===== config.mk =====
export PLATFORM = sky130hd
export DESIGN_NAME = fp_align_addsub_flat
export DESIGN_NICKNAME = d
export VERILOG_FILES = /design/src/rtl/fp_align_addsub_if.sv /design/src/rtl/fp_align_addsub.sv /design/src/flat_wrapper.sv
export SDC_FILE = /design/constraint.sdc
export NUM_CORES = 1
export LEC_CHECK = 0
export CAP_MARGIN = 25
export CORE_MARGIN = 3
export CORE_UTILIZATION = 58
export CTS_CLUSTER_SIZE = 25
export DETAILED_ROUTE_END_ITERATION = 10
export GPL_TIMING_DRIVEN = 0
export PLACE_DENSITY_LB_ADDON = 0.25
export SLEW_MARGIN = 10
export SYNTH_ARGS = -nofsm -noshare
export SYNTH_HDL_FRONTEND = slang
export SYNTH_SLANG_ARGS = --single-unit
export TNS_END_PERCENT = 5

===== constraint.sdc =====
create_clock -name clk -period 4.9 [get_ports clk]
set_clock_uncertainty 0.15 [all_clocks]
set_input_delay 0.49 -clock clk [delete_from_list [all_inputs] [get_ports clk]]
set_output_delay 0.49 -clock clk [all_outputs]
set_load 0.005 [all_outputs]

===== src/rtl/fp_align_addsub_if.sv =====
// Handshake and operand/result bundle for the floating-point align/add-subtract front end.
// master drives operands and out_ready; slave is the datapath.
interface fp_align_addsub_if #(
    parameter int WIDTH     = 32,
    parameter int EXP_BITS  = 8,
    parameter int MANT_BITS = 23
);
    logic                 in_valid;
    logic                 in_ready;
    logic [WIDTH-1:0]     op_a;
    logic [WIDTH-1:0]     op_b;
    logic                 op_sub;
    logic                 out_valid;
    logic                 out_ready;
    logic                 out_sign;
    logic [EXP_BITS-1:0]  out_exp;
    logic [MANT_BITS+1:0] out_mant;
    logic                 out_special;

    modport master (
        output in_valid, op_a, op_b, op_sub, out_ready,
        input  in_ready, out_valid, out_sign, out_exp, out_mant, out_special
    );

    modport slave (
        input  in_valid, op_a, op_b, op_sub, out_ready,
        output in_ready, out_valid, out_sign, out_exp, out_mant, out_special
    );
endinterface


===== src/rtl/fp_align_addsub.sv =====
// IEEE-754 add/subtract front end: unpack/swap, align, add/subtract; result left unnormalized.
// Define FP_ADDSUB_SPECIALS_EN to detect NaN/Inf operands and flag them on out_special.
module fp_align_addsub #(
    parameter int WIDTH     = 32,
    parameter int EXP_BITS  = 8,
    parameter int MANT_BITS = 23
) (
    input logic          clk,
    input logic          rst_n,
    fp_align_addsub_if.slave bus
);

    localparam int SIG_W = MANT_BITS + 1;
    localparam int SUM_W = MANT_BITS + 2;

    // Subnormals share the scale of exponent 1; their hidden bit is simply 0.
    function automatic logic [EXP_BITS-1:0] eff_exp(input logic [EXP_BITS-1:0] e);
        return (e == '0) ? EXP_BITS'(1) : e;
    endfunction

    function automatic logic [SIG_W-1:0] align_shift(input logic [SIG_W-1:0] m,
                                                      input logic [EXP_BITS-1:0] d);
        if (int'(d) >= SIG_W) return '0;
        return m >> d;
    endfunction

    logic ld_p0, ld_p1, ld_p2;
    logic vld_p0, vld_p1, vld_p2;

    logic [EXP_BITS-1:0] fld_a, fld_b, exp_a, exp_b;
    logic [SIG_W-1:0]    sig_a, sig_b;
    logic                sign_a, sign_b_eff, a_big;

    logic                sign_p0, eff_sub_p0;
    logic [EXP_BITS-1:0] exp_p0, diff_p0;
    logic [SIG_W-1:0]    big_p0, small_p0;

    logic                sign_p1, eff_sub_p1;
    logic [EXP_BITS-1:0] exp_p1;
    logic [SIG_W-1:0]    big_p1, small_p1;

    logic [SUM_W-1:0]    sum_s3;
    logic                sign_p2;
    logic [EXP_BITS-1:0] exp_p2;
    logic [SUM_W-1:0]    mant_p2;

    assign ld_p2        = !vld_p2 || bus.out_ready;
    assign ld_p1        = !vld_p1 || ld_p2;
    assign ld_p0        = !vld_p0 || ld_p1;
    assign bus.in_ready = ld_p0;

    always_ff @(posedge clk or negedge rst_n) begin
        if (!rst_n) begin
            vld_p0 <= 1'b0;
            vld_p1 <= 1'b0;
            vld_p2 <= 1'b0;
        end else begin
            if (ld_p0) vld_p0 <= bus.in_valid;
            if (ld_p1) vld_p1 <= vld_p0;
            if (ld_p2) vld_p2 <= vld_p1;
        end
    end

    // ---- S1: unpack, compare magnitudes, route larger/smaller ----
    assign fld_a      = bus.op_a[WIDTH-2 -: EXP_BITS];
    assign fld_b      = bus.op_b[WIDTH-2 -: EXP_BITS];
    assign exp_a      = eff_exp(fld_a);
    assign exp_b      = eff_exp(fld_b);
    assign sig_a      = {|fld_a, bus.op_a[MANT_BITS-1:0]};
    assign sig_b      = {|fld_b, bus.op_b[MANT_BITS-1:0]};
    assign sign_a     = bus.op_a[WIDTH-1];
    assign sign_b_eff = bus.op_b[WIDTH-1] ^ bus.op_sub;
    assign a_big      = {exp_a, sig_a} >= {exp_b, sig_b};

    always_ff @(posedge clk) begin
        if (ld_p0) begin
            eff_sub_p0 <= sign_a ^ sign_b_eff;
            sign_p0    <= a_big ? sign_a : sign_b_eff;
            exp_p0     <= a_big ? exp_a : exp_b;
            diff_p0    <= a_big ? (exp_a - exp_b) : (exp_b - exp_a);
            big_p0     <= a_big ? sig_a : sig_b;
            small_p0   <= a_big ? sig_b : sig_a;
        end
    end

    // ---- S2: align the smaller significand ----
    always_ff @(posedge clk) begin
        if (ld_p1) begin
            eff_sub_p1 <= eff_sub_p0;
            sign_p1    <= sign_p0;
            exp_p1     <= exp_p0;
            big_p1     <= big_p0;
            small_p1   <= align_shift(small_p0, diff_p0);
        end
    end

    // ---- S3: magnitude add/subtract; larger minus smaller never goes negative ----
    assign sum_s3 = eff_sub_p1 ? ({1'b0, big_p1} - {1'b0, small_p1})
                               : ({1'b0, big_p1} + {1'b0, small_p1});

`ifdef FP_ADDSUB_SPECIALS_EN
    localparam logic [SUM_W-1:0] NAN_MANT = SUM_W'(1) << (MANT_BITS - 1);

    logic a_nan, b_nan, a_inf, b_inf;
    logic spec_p0, nan_p0, spec_p1, nan_p1, spec_p2;

    assign a_inf = (fld_a == '1) && (bus.op_a[MANT_BITS-1:0] == '0);
    assign b_inf = (fld_b == '1) && (bus.op_b[MANT_BITS-1:0] == '0);
    assign a_nan = (fld_a == '1) && (bus.op_a[MANT_BITS-1:0] != '0);
    assign b_nan = (fld_b == '1) && (bus.op_b[MANT_BITS-1:0] != '0);

    always_ff @(posedge clk) begin
        if (ld_p0) begin
            spec_p0 <= (fld_a == '1) || (fld_b == '1);
            nan_p0  <= a_nan || b_nan || (a_inf && b_inf && (sign_a ^ sign_b_eff));
        end
        if (ld_p1) begin
            spec_p1 <= spec_p0;
            nan_p1  <= nan_p0;
        end
        if (ld_p2) begin
            spec_p2 <= spec_p1;
            if (spec_p1) begin
                sign_p2 <= sign_p1;
                exp_p2  <= '1;
                mant_p2 <= nan_p1 ? NAN_MANT : '0;
            end else begin
                sign_p2 <= (eff_sub_p1 && (sum_s3 == '0)) ? 1'b0 : sign_p1;
                exp_p2  <= exp_p1;
                mant_p2 <= sum_s3;
            end
        end
    end

    assign bus.out_special = vld_p2 && spec_p2;
`else
    always_ff @(posedge clk) begin
        if (ld_p2) begin
            sign_p2 <= (eff_sub_p1 && (sum_s3 == '0)) ? 1'b0 : sign_p1;
            exp_p2  <= exp_p1;
            mant_p2 <= sum_s3;
        end
    end

    assign bus.out_special = 1'b0;
`endif

    assign bus.out_valid = vld_p2;
    assign bus.out_sign  = vld_p2 && sign_p2;
    assign bus.out_exp   = vld_p2 ? exp_p2 : '0;
    assign bus.out_mant  = vld_p2 ? mant_p2 : '0;

endmodule


===== src/flat_wrapper.sv =====
// flat-port wrapper written by rule: the top's interface ports become plain ports
module fp_align_addsub_flat 
#(
    parameter int WIDTH     = 32,
    parameter int EXP_BITS  = 8,
    parameter int MANT_BITS = 23
)
  (clk, rst_n, bus_in_valid, bus_op_a, bus_op_b, bus_op_sub, bus_out_ready, bus_in_ready, bus_out_valid, bus_out_sign, bus_out_exp, bus_out_mant, bus_out_special);
  fp_align_addsub_if #(.WIDTH(WIDTH), .EXP_BITS(EXP_BITS), .MANT_BITS(MANT_BITS)) bus_i ();
  input logic clk;
  input logic rst_n;
  input wire logic [$bits(bus_i.in_valid)-1:0] bus_in_valid;
  input wire logic [$bits(bus_i.op_a)-1:0] bus_op_a;
  input wire logic [$bits(bus_i.op_b)-1:0] bus_op_b;
  input wire logic [$bits(bus_i.op_sub)-1:0] bus_op_sub;
  input wire logic [$bits(bus_i.out_ready)-1:0] bus_out_ready;
  output wire logic [$bits(bus_i.in_ready)-1:0] bus_in_ready;
  output wire logic [$bits(bus_i.out_valid)-1:0] bus_out_valid;
  output wire logic [$bits(bus_i.out_sign)-1:0] bus_out_sign;
  output wire logic [$bits(bus_i.out_exp)-1:0] bus_out_exp;
  output wire logic [$bits(bus_i.out_mant)-1:0] bus_out_mant;
  output wire logic [$bits(bus_i.out_special)-1:0] bus_out_special;
  assign bus_i.in_valid = bus_in_valid;
  assign bus_i.op_a = bus_op_a;
  assign bus_i.op_b = bus_op_b;
  assign bus_i.op_sub = bus_op_sub;
  assign bus_i.out_ready = bus_out_ready;
  assign bus_in_ready = bus_i.in_ready;
  assign bus_out_valid = bus_i.out_valid;
  assign bus_out_sign = bus_i.out_sign;
  assign bus_out_exp = bus_i.out_exp;
  assign bus_out_mant = bus_i.out_mant;
  assign bus_out_special = bus_i.out_special;
  fp_align_addsub #(.WIDTH(WIDTH), .EXP_BITS(EXP_BITS), .MANT_BITS(MANT_BITS)) u_core (.clk(clk), .rst_n(rst_n), .bus(bus_i));
endmodule

Word-level counts from Yosys, hierarchy flattened --
Index checks and enable logic that the tools add are counted.
Operators by class: add/subtract/negate cells 4, magnitude comparators 2, shift-type cells 1, muxes and demuxes 14, bitwise gates (word level) 2, reduce and logical (&&, ||, !) cells 13
Operator list (number):
- two-way mux 24 bit | 4
- two-way mux 25 bit | 2
- two-way mux 8 bit | 5
- >= comparator 32 bit | 1
- adder 24 x 24 -> 25 bit | 1
- logical NOT 25 bit | 1
- subtractor 24 x 24 -> 25 bit | 1
- right shift 24 x 8 -> 24 bit | 1
- logical NOT 8 bit | 2
- OR reduction 8 bit | 2
- subtractor 8 bit | 2
- >= comparator 8 x 5 -> 1 bit, second input constant | 1
- logical NOT 1 bit | 3
- logical OR 1 bit | 3
- two-way mux 1 bit | 3
- logical AND 1 bit | 2
- bitwise XOR 1 bit | 2
Storage, ports and cells: register bits after elaboration 161, output and inout bits 37, logic and storage cells 53

Depth between registers and ports, before layout --
Gate-level depths: netlist of run 1.
depth after elaboration 5, depth in mapped cells 18

Worst setup path after synthesis of run 1 --
Ideal clock, no wire load.
kind reg2reg, start point register u_core.small_p1[5], end point register u_core.sign_p2, data pin, setup time 0.267 ns, arrival time 3.734 ns, data required time 4.483 ns, setup slack 0.749 ns, cell stages (with the launch flop) 18, cell sequence edfxtp_1 -> or4_4 -> nor3_2 -> nand2_1 -> nor3_1 -> and2_1 -> nor3b_2 -> a21oi_1 -> xnor2_1 -> ha_1 -> and4_1 -> a31oi_1 -> a21boi_0 -> nor2_1 -> a311oi_1 -> o211ai_1 -> nor4b_1 -> a21boi_1
Between the ends: word-level cells in the longest chain between the ends 4
Ends and longest elaborated chain:
- start: declaration | line fp_align_addsub.sv:40 | logic [SIG_W-1:0] big_p1, small_p1;
- start signal: assignment | line fp_align_addsub.sv:93 | small_p1 <= align_shift(small_p0, diff_p0);
- adder 24 x 24 -> 25 bit or subtractor 24 x 24 -> 25 bit (tied branches) | line fp_align_addsub.sv:99, fp_align_addsub.sv:98
- two-way mux 25 bit * | line fp_align_addsub.sv:98 | assign sum_s3 = eff_sub_p1 ? ({1'b0, big_p1} - {1'b0, small_p1})
- logical NOT 25 bit * | line fp_align_addsub.sv:139 | sign_p2 <= (eff_sub_p1 && (sum_s3 == '0)) ? 1'b0 : sign_p1;
- logical AND 1 bit * | line fp_align_addsub.sv:139
- end signal: assignment | line fp_align_addsub.sv:139
- end: declaration | line fp_align_addsub.sv:43 | logic sign_p2;
Mark *: on every way between the ends. The rest lies on a longest branch, timed or not. A chain may end at the register's enable or synchronous reset.

Final worst setup path of run 1 --
Ends and elaborated chain as after synthesis.

==> results of run 1 <==
## state kept, by name, summed over array words and instances, names as in the netlist, 8 cells and up
| register | count |
|---|---|
| u_core.diff_p0 | 8 |
| u_core.exp_p0 | 8 |
| u_core.exp_p2 | 8 |
| u_core.big_p1 | 24 |
| u_core.small_p0 | 24 |
| u_core.mant_p2 | 25 |
| u_core.big_p0 | 24 |
| u_core.small_p1 | 24 |
| u_core.exp_p1 | 8 |
## routing by layer
metal / share of wire / vias up
li1: - / 3911
met1: 0.43 / 3622
met2: 0.49 / 230
met3: 0.048 / 39
met4: 0.025 / 0
met5: 0 / -
## final timing paths
check / to / cells after the start / slack [ns]
setup reg to reg: u_core.sign_p2 / 17 / 0.28
setup / recovery: u_core.sign_p2 / 17 / 0.28
hold reg to reg: u_core.exp_p2[3] / 0 / 0.27
max in group asynchronous: u_core.vld_p0 / 1 / 4.35
min in group clk: u_core.exp_p2[3] / 0 / 0.27
hold / removal: u_core.bus.out_valid / 1 / 0.10
## per-stage QoR
step | util | setup WS, ns | instance area, um2
floorplan | - | 0.749 | 10400
global placement | 0.672 | -0.461 | 11700
detailed placement | 0.677 | 0.213 | 11800
CTS | 0.711 | 0.183 | 12400
global route | 0.712 | -0.0544 | 12400
finish | 0.712 | 0.280 | 12400
## cell families (layout without fill, tap and decap cells)
kind of cell	Yosys count	count (layout)	synth area share
buffers and inverters	122	264	0.0461
xor gates and xnor gates	47	47	0.0397
adders and majority gates	67	67	0.0830
DFF	161	161	0.465
AOI/OAI and AO/OA	232	232	0.144
other	1	1	0.000361
muxes	66	66	0.0704
and+or+nand+nor	312	312	0.152
## report_power, final
group	internal, uW	leakage, uW	switching [uW]
clock network	815	0.000281	522
registers	1920	0.00166	125
logic	1040	0.00289	1260
## critical path, cell delays in order (launching register included)
cell,delay (ns)
edfxtp_1,0.44
or4_4,0.61
nor3_2,0.19
nand2_1,0.11
nor3_1,0.18
and2_1,0.23
nor3b_2,0.27
a21oi_1,0.13
xnor2_1,0.16
ha_2,0.39
and4_1,0.27
a31oi_1,0.11
a21boi_2,0.20
and3_1,0.18
a311oi_2,0.27
o211ai_1,0.14
nor4b_2,0.25
a21boi_1,0.09
## placed cells by master (no fill, tap or decap), drive strengths merged, types with 4 or more instances in the layout
| master | n |
|---|---|
| a21o | 22 |
| and2 | 42 |
| clkdlybuf4s50 | 104 |
| mux2i | 28 |
| o211ai | 15 |
| o22a | 8 |
| nor4 | 8 |
| nor2b | 5 |
| or2 | 6 |
| nand4 | 10 |
| clkbuf | 66 |
| o21bai | 6 |
| or4 | 4 |
| a211o | 4 |
| nand2b | 9 |
| ha | 64 |
| mux2 | 36 |
| xor2 | 11 |
| o21a | 7 |
| o21ai | 63 |
| buf | 22 |
| and3 | 4 |
| xnor2 | 36 |
| a31oi | 8 |
| clkinv | 4 |
| nand3 | 14 |
| edfxtp | 158 |
| a211oi | 13 |
| a21oi | 64 |
| nand2 | 91 |
| nor3 | 17 |
| or3 | 10 |
| nor2 | 80 |
| inv | 63 |
## cell type report
class | instances | area (um2)
Timing Repair Buffer | 111 | 1130
Tap cell | 225 | 282
Clock inverter | 9 | 133
Multi-Input combinational cell | 725 | 5100
Clock buffer | 23 | 458
Fill cell | 1334 | 5010
Sequential cell | 161 | 4820
Inverter | 63 | 236
Buffer | 58 | 238
==> key figures, run 1 <==
Timing
  – Final Setup Violations: 0
  – Measured slew at the worst slew-check pin: between 0.8 and 0.9 ns
  – Slew Viols, Final: 0
  – Max frequency: 0.216 GHz
  – Slew margin rel.: 0.423
  – Final Hold Viols: 0
  – Post-route setup TNS: 0 ns
  – Hold slack: 0.101 ns
  – Fin crit share: 0.943
  – Fin crit period: 4.62 ns

Hold path
  – Worst min path class: input pin to async pin

Detailed routing
  – Vias/cell: 5.67
  – Total routed wirelength: roughly 23000 um
  – TritonRoute pass-1 iters: 5
  – DRC viols: 0
  – Post-route ant nets: 0
  – First DRT Iteration DRCs: roughly 540
  – WL/cell: between 15 and 20 um
  – Via count: between 7000 and 8000

Floorplan
  – Die W: around 140 um
  – DIE AREA: slightly below 20000 um2
  – Starting Density: 0.596
  – Core area: approximately 17000 um2
  – Die height: 140 um
  – I/O pin total: approximately 110
  – Core Rows: 48

Pwr
  – Cell area power density: 457 nW/um2
  – Power Total: between 5000 and 6000 uW
  – Peak VDD IR: about 0.29 mV
  – P_leak: approximately 0.0048 uW

Clock network
  – CTS tree: built
  – Post-CTS Hold Fix Bufs: 0
  – Clock Path Buffers: 2
  – Clock sink total: ~160
  – CTS H-tree lvls: 4
  – CTS buffer count: 17
  – Clock transition at the registers of the reported paths: ~0.060 ns
  – Post-CTS sizing: 0
  – Clock Latency Late Sink: ~0.43 ns
  – Root buf cell: clkbuf_16
  – # Post-CTS Setup Buffers: 0

Synthesis
  – Post-synth top cells: edfxtp_1 (158), nand2_1 (91), nor2_1 (80), ha_1 (64), inv_1 (63)
  – Synth warnings: 0
  – Syn avg cell area: approximately 10 um2
  – Mapped Cells: 1008
  – Flops & latches, synth: between 150 and 200
  – Area leader, netlist: edfxtp_1
  – Cell variety after synth: 70
  – Top post-synthesis cells by area: edfxtp_1 (46%), ha_1 (7.7%), mux2_2 (3.9%), nand2_1 (3.3%), xnor2_1 (3.0%)
  – Synth Flop Type: edfxtp_1
  – Seq/Total Area, Yosys: 0.465
  – Most common cell in the netlist: edfxtp_1
  – Synthesized area: 10400 um2
  – Syn_nets: ~1100
  – EDFF count, synth: ~160
  – Async S/R FF share, synth: 0.0186
  – Post-synth top area share: 0.457

Job
  – Total of max-cap violations: 0

Global route
  – First-pass GRT wire length: between 30000 and 40000 um
  – Initial antenna violation count: 0
  – Largest net degree at the start of global routing: 36
  – Vias in the first global route: ~7600
  – Busiest layer in global routing: met2
  – GR Util met2: 0.399
  – GRT Overall Usage: 0.235
  – Met1 Usage GRT: 0.305
  – Grt met3 use: 0.0351
  – Grt total ovfl: 0

Place
  – Buffers added on ports: between 100 and 150
  – Placer congestion estimate: ~0.9
  – DP HPWL: about 18000 um
  – # placed instances: between 1000 and 1500

Run status
  – Status: finished clean

Worst setup path
  – Worst Setup End Kind: flop
  – Crit Path Class: flop to flop
  – Crit path max fanout: 7
  – CP Launch Type: flop
  – Worst endpoint data arrival time: roughly 4.6 ns
  – Reg-to-Reg Start: u_core.small_p1[5]
  – CP startpoint: u_core.small_p1[5]
  – Critical Path RT: about 5 ns

Cells and area
  – Share of layout cells above drive strength 1: 0.0983
  – Post-route insts no fill: roughly 1400
  – Ant. Diodes: 0
  – P&R area growth vs syn: 19.6%
  – Nets: between 1000 and 1500
No activity file was read; power rests on OpenSTA's default activity.
==> inputs of run 2 (changes only) <==
--- a/config.mk
+++ b/config.mk
@@ -11,7 +11,8 @@
 export CTS_CLUSTER_SIZE = 25
 export DETAILED_ROUTE_END_ITERATION = 10
 export GPL_TIMING_DRIVEN = 0
-export PLACE_DENSITY_LB_ADDON = 0.25
+export PLACE_DENSITY = 0.84
+export SKIP_CTS_REPAIR_TIMING = 1
 export SLEW_MARGIN = 10
 export SYNTH_ARGS = -nofsm -noshare
 export SYNTH_HDL_FRONTEND = slang
==> run 2 against run 1 <==
Hold slack worse by 0.0087 ns. Setup slack better by 0.089 ns. Design area decreased by 0.44%. Critical path depth unchanged. Fmax rose by 2.0%. Wire length increased by 2.3%. Non-clock buffer count stayed put. Highest routed layer is now met5. Sequential share of layout area grew 0.17 points. Critical path type unchanged. Largest cell class unchanged.
==> key figures, run 2 (synthesis gave the netlist of run 1 again) <==
Pwr
  – Power share of the combinational group: 0.414
  – Clock share of power: 0.219
  – Power Total: 5550 uW
  – Cell area power density: about 450 nW/um2
  – Sw Pwr: around 1900 uW
  – Switching share of power: 0.344
  – Int Power: around 3600 uW
  – Register share of total power: 0.368
  – P_leak: slightly below 0.005 uW
  – Peak VDD IR: around 0.31 mV

Floorplan
  – Core area: 17400 um2
  – Die height: around 140 um
  – Core Rows: 48
  – Die W: between 100 and 150 um
  – I/O pin total: approximately 110
  – DIE AREA: slightly below 20000 um2
  – Starting Density: 0.596

Timing
  – Final Hold Viols: 0
  – Fin crit share: 0.925
  – Post-route setup TNS: 0 ns
  – RSZ-0062 raised after global routing: no
  – Hold slack: slightly above 0.09 ns
  – Measured slew at the worst slew-check pin: 0.865 ns
  – Slew Viols, Final: 0
  – Final Setup Violations: 0
  – Max frequency: around 0.22 GHz
  – Fin crit period: around 4.5 ns
  – Slew margin rel.: 0.423

Detailed routing
  – DRC viols: 0
  – Post-route ant nets: 0
  – TritonRoute pass-1 iters: 5
  – WL met1: 9970 um
  – First DRT Iteration DRCs: around 600
  – Vias/cell: approximately 5.8
  – Metal3 WL: approximately 1100 um
  – Routed wl met2: 11700 um
  – Via count: around 8000
  – Total routed wirelength: around 23000 um
  – Top sig layer: met5
  – WL/cell: about 17 um

Clock network
  – Root buf cell: clkbuf_16
  – Clock transition at the registers of the reported paths: 0.06 ns
  – Clock Latency Late Sink: 0.43 ns
  – CTS buffer count: 17
  – CTS tree: built
  – Clock sink total: between 150 and 200
  – Clock Path Buffers: 2
  – CTS H-tree lvls: 4

Cells and area
  – Top reg by flops: u_core.mant_p2
  – Nets: 1273
  – Commonest cells after routing, fill and taps aside: edfxtp_1 (158), clkdlybuf4s50_1 (104), nand2_1 (91), nor2_1 (80)
  – Post-route insts no fill: 1374
  – Final core utilization: 0.709
  – Share of layout cells above drive strength 1: 0.0957
  – Ant. Diodes: 0
  – P&R area growth vs syn: 19.0%
  – Max reg flops: 25
  – Most common cell after layout, fill and taps aside: edfxtp_1

Place
  – # placed instances: 1344
  – Buffers added on ports: 104
  – DP HPWL: ~18000 um
  – Placer congestion estimate: slightly above 0.9

Worst setup path
  – Crit path max fanout: 7
  – Critical Path RT: ~4.9 ns
  – Worst Setup End Kind: flop
  – Crit Path Class: flop to flop
  – Worst endpoint data arrival time: ~4.5 ns
  – CP Launch Type: flop

Hold path
  – Worst min path class: input pin to async pin

Global route
  – Largest net degree at the start of global routing: 36
  – GRT Overall Usage: 0.238
  – Grt total ovfl: 0
  – Initial antenna violation count: 1
  – First-pass GRT wire length: between 30000 and 40000 um
  – Vias in the first global route: approximately 7700

Run status
  – Status: finished clean

Job
  – Total of max-cap violations: 0
[run 2: metrics by stage]
step                worst slack (ns)  cell area [um2]
finish                         0.369            12300
global route                  0.0287            12300
CTS                           0.0911            12300
detailed placement             0.114            11800
global placement              -0.470            11700
floorplan                      0.749            10400
[run 2: cell type report]
class	instances	area (um2)
buffer	58	238
clock buffer	20	437
clock inverter	11	91.3
fill	1269	5070
inverter	63	236
multi-input combinational	725	5110
sequential	161	4820
tap	225	282
timing repair buffer	111	1130
[run 2: worst max-delay path, stage by stage (launching register included)]
cell and delay (ns):
edfxtp_1 0.42, or4_4 0.60, nor3_4 0.17, nand2_1 0.11, nor3_2 0.14, and2_1 0.21, nor3b_4 0.26, a21oi_1 0.12
xnor2_1 0.16, ha_2 0.39, and4_1 0.26, a31oi_1 0.09, a21boi_1 0.17, and3_1 0.18, a311oi_1 0.30, o211ai_1 0.16
nor4b_2 0.27, a21boi_1 0.11
[run 2: final timing paths]
path,startpoint,to,slack (ns),cells past startpoint
min,rst_n,u_core.bus.out_valid,0.09,1
max in group asynchronous,rst_n,u_core.vld_p1,4.37,1
min in group clk,u_core.big_p0[3],u_core.big_p1[3],0.27,0
max,u_core.small_p1[5],u_core.sign_p2,0.37,17
min reg2reg,u_core.big_p0[3],u_core.big_p1[3],0.27,0
max reg2reg,u_core.small_p1[5],u_core.sign_p2,0.37,17
[run 2: metal layers]
metal / track usage / vias to the layer above
li1: - / 3915
met1: 0.302 / 3756
met2: 0.414 / 271
met3: 0.0371 / 57
met4: 0.0877 / 2
met5: 0 / -
[run 2: power groups by stage]
stage	Combinational, uW	Clock (uW)	Sequential (uW)
2_1_floorplan	1580	0	2020
3_3_place_gp	2180	0	2060
3_5_place_dp	2240	0	2070
4_1_cts	2260	1230	2040
5_1_grt	2530	1280	2070
6_report	2300	1210	2040
==> variant (settings of run 1) <==
`EXP_BITS` is set to 8 in 3 places; all go to 12.
--- a/src/rtl/fp_align_addsub_if.sv
+++ b/src/rtl/fp_align_addsub_if.sv
@@ -3,5 +3,5 @@
 interface fp_align_addsub_if #(
     parameter int WIDTH     = 32,
-    parameter int EXP_BITS  = 8,
+    parameter int EXP_BITS  = 12,
     parameter int MANT_BITS = 23
 );
--- a/src/rtl/fp_align_addsub.sv
+++ b/src/rtl/fp_align_addsub.sv
@@ -3,5 +3,5 @@
 module fp_align_addsub #(
     parameter int WIDTH     = 32,
-    parameter int EXP_BITS  = 8,
+    parameter int EXP_BITS  = 12,
     parameter int MANT_BITS = 23
 ) (
--- a/src/flat_wrapper.sv
+++ b/src/flat_wrapper.sv
@@ -3,5 +3,5 @@
 #(
     parameter int WIDTH     = 32,
-    parameter int EXP_BITS  = 8,
+    parameter int EXP_BITS  = 12,
     parameter int MANT_BITS = 23
 )
Interface: changed (resized bus_out_exp); port bits go from 106 to 110. No check against the original RTL was run, so the function may have changed too.
==> variant against run 1 <==
- worst setup slack worse by 120 ps
- area after synthesis up 7.8%
- wire length up 14%
- die area up 7.5%
- total power down 0.72%
- sequential cell count up 16
- via count up 12%
- design area up 7.9%
- largest cell class unchanged
==> variant: results (changes against run 1) <==
<table>
<tr><th>Metric</th><th>Value</th></tr>
<tr><th colspan="2">Finish</th></tr>
<tr><td>Area share of buffers outside the clock network</td><td>11.1% (+0.056 points)</td></tr>
<tr><td>Number of clock buffer instances in the layout</td><td>18 (-22%)</td></tr>
<tr><td>Fillers</td><td>1386 (+3.9%)</td></tr>
<tr><td>Nets@finish</td><td>1383 (+8.6%)</td></tr>
<tr><td>Multi-input gates</td><td>780 (+7.6%)</td></tr>
<tr><th colspan="2">Logic synthesis</th></tr>
<tr><td>Most common library cells after synthesis</td><td>174 x edfxtp_1, 104 x nor2_1, 81 x nand2_1</td></tr>
<tr><td>Xor and xnor area share after synthesis</td><td>3.84% (-0.13 points)</td></tr>
<tr><td>Synthesized-area fraction occupied by adder cells</td><td>8.59% (+0.29 points)</td></tr>
<tr><td>Synth top area cells</td><td>edfxtp_1 47%, ha_1 8.1%, o21ai_0 3.5%</td></tr>
<tr><td>EDFF count, synth</td><td>174 (+10%)</td></tr>
<tr><td>Synthesized netlist net count</td><td>1247 (+9.0%)</td></tr>
<tr><th colspan="2">Place</th></tr>
<tr><td>Worst slack after detailed placement</td><td>-381 ps (-594 ps)</td></tr>
<tr><td>Cell count after placement</td><td>1480 (+10%)</td></tr>
<tr><th colspan="2">Global routing</th></tr>
<tr><td>Largest net degree at the start of global routing</td><td>35 (-2.8%)</td></tr>
<tr><td>Overall global routing resource usage</td><td>25.1% (+1.6 points)</td></tr>
<tr><td>GR Util met3</td><td>3.65% (+0.14 points)</td></tr>
<tr><td>Global-route wire length before repair</td><td>41000 um (+11%)</td></tr>
<tr><td>Grt met1 use</td><td>35.1% (+4.6 points)</td></tr>
<tr><th colspan="2">Critical path</th></tr>
<tr><td>Maximum fanout along the worst path</td><td>9 (+2)</td></tr>
<tr><th colspan="2">Pwr</th></tr>
<tr><td>Total power divided by cell area</td><td>421 nW/um^2 (-8.0%)</td></tr>
<tr><td>Worst ir drop on vdd</td><td>0.000269 V (-5.9%)</td></tr>
<tr><td>Clock Power</td><td>1420 uW (+6%)</td></tr>
<tr><th colspan="2">STA</th></tr>
<tr><td>Tightest hold margin</td><td>99.6 ps (-0.930 ps)</td></tr>
<tr><th colspan="2">Detailed routing</th></tr>
<tr><td>Detail-routed net length per standard cell</td><td>17.2 um (+3.7%)</td></tr>
<tr><th colspan="2">Run status</th></tr>
<tr><td>Status</td><td>finished, final reports clean</td></tr>
</table>
variant: cell count changes after synthesis, sizes merged, moves of 5 or more:
| cell | run 1 | this run |
|---|---|---|
| nor2 | 80 | 104 |
| edfxtp | 158 | 174 |
| o21ai | 63 | 79 |
| inv | 63 | 78 |
| clkbuf | 44 | 56 |
| nand2 | 91 | 81 |
| nor2b | 5 | 14 |
| nor4 | 8 | 17 |
| ha | 64 | 72 |
| o22a | 8 | 0 |
| a211oi | 13 | 8 |
| a22oi | 1 | 6 |
| buf | 15 | 10 |
variant: critical path, stage by stage, from the launching register on:
cell and delay, ps:
edfxtp_1 450, or3_4 430, nor3b_4 270, and2_4 210
nand2_1 120, nor4_4 270, nor2_1 80, xnor2_1 150
ha_1 280, clkbuf_1 190, a311oi_1 290, o21ai_0 150
a221o_1 420, nor2_1 180, xnor2_1 160, nor4_2 260
nand4_1 170, o31a_1 260
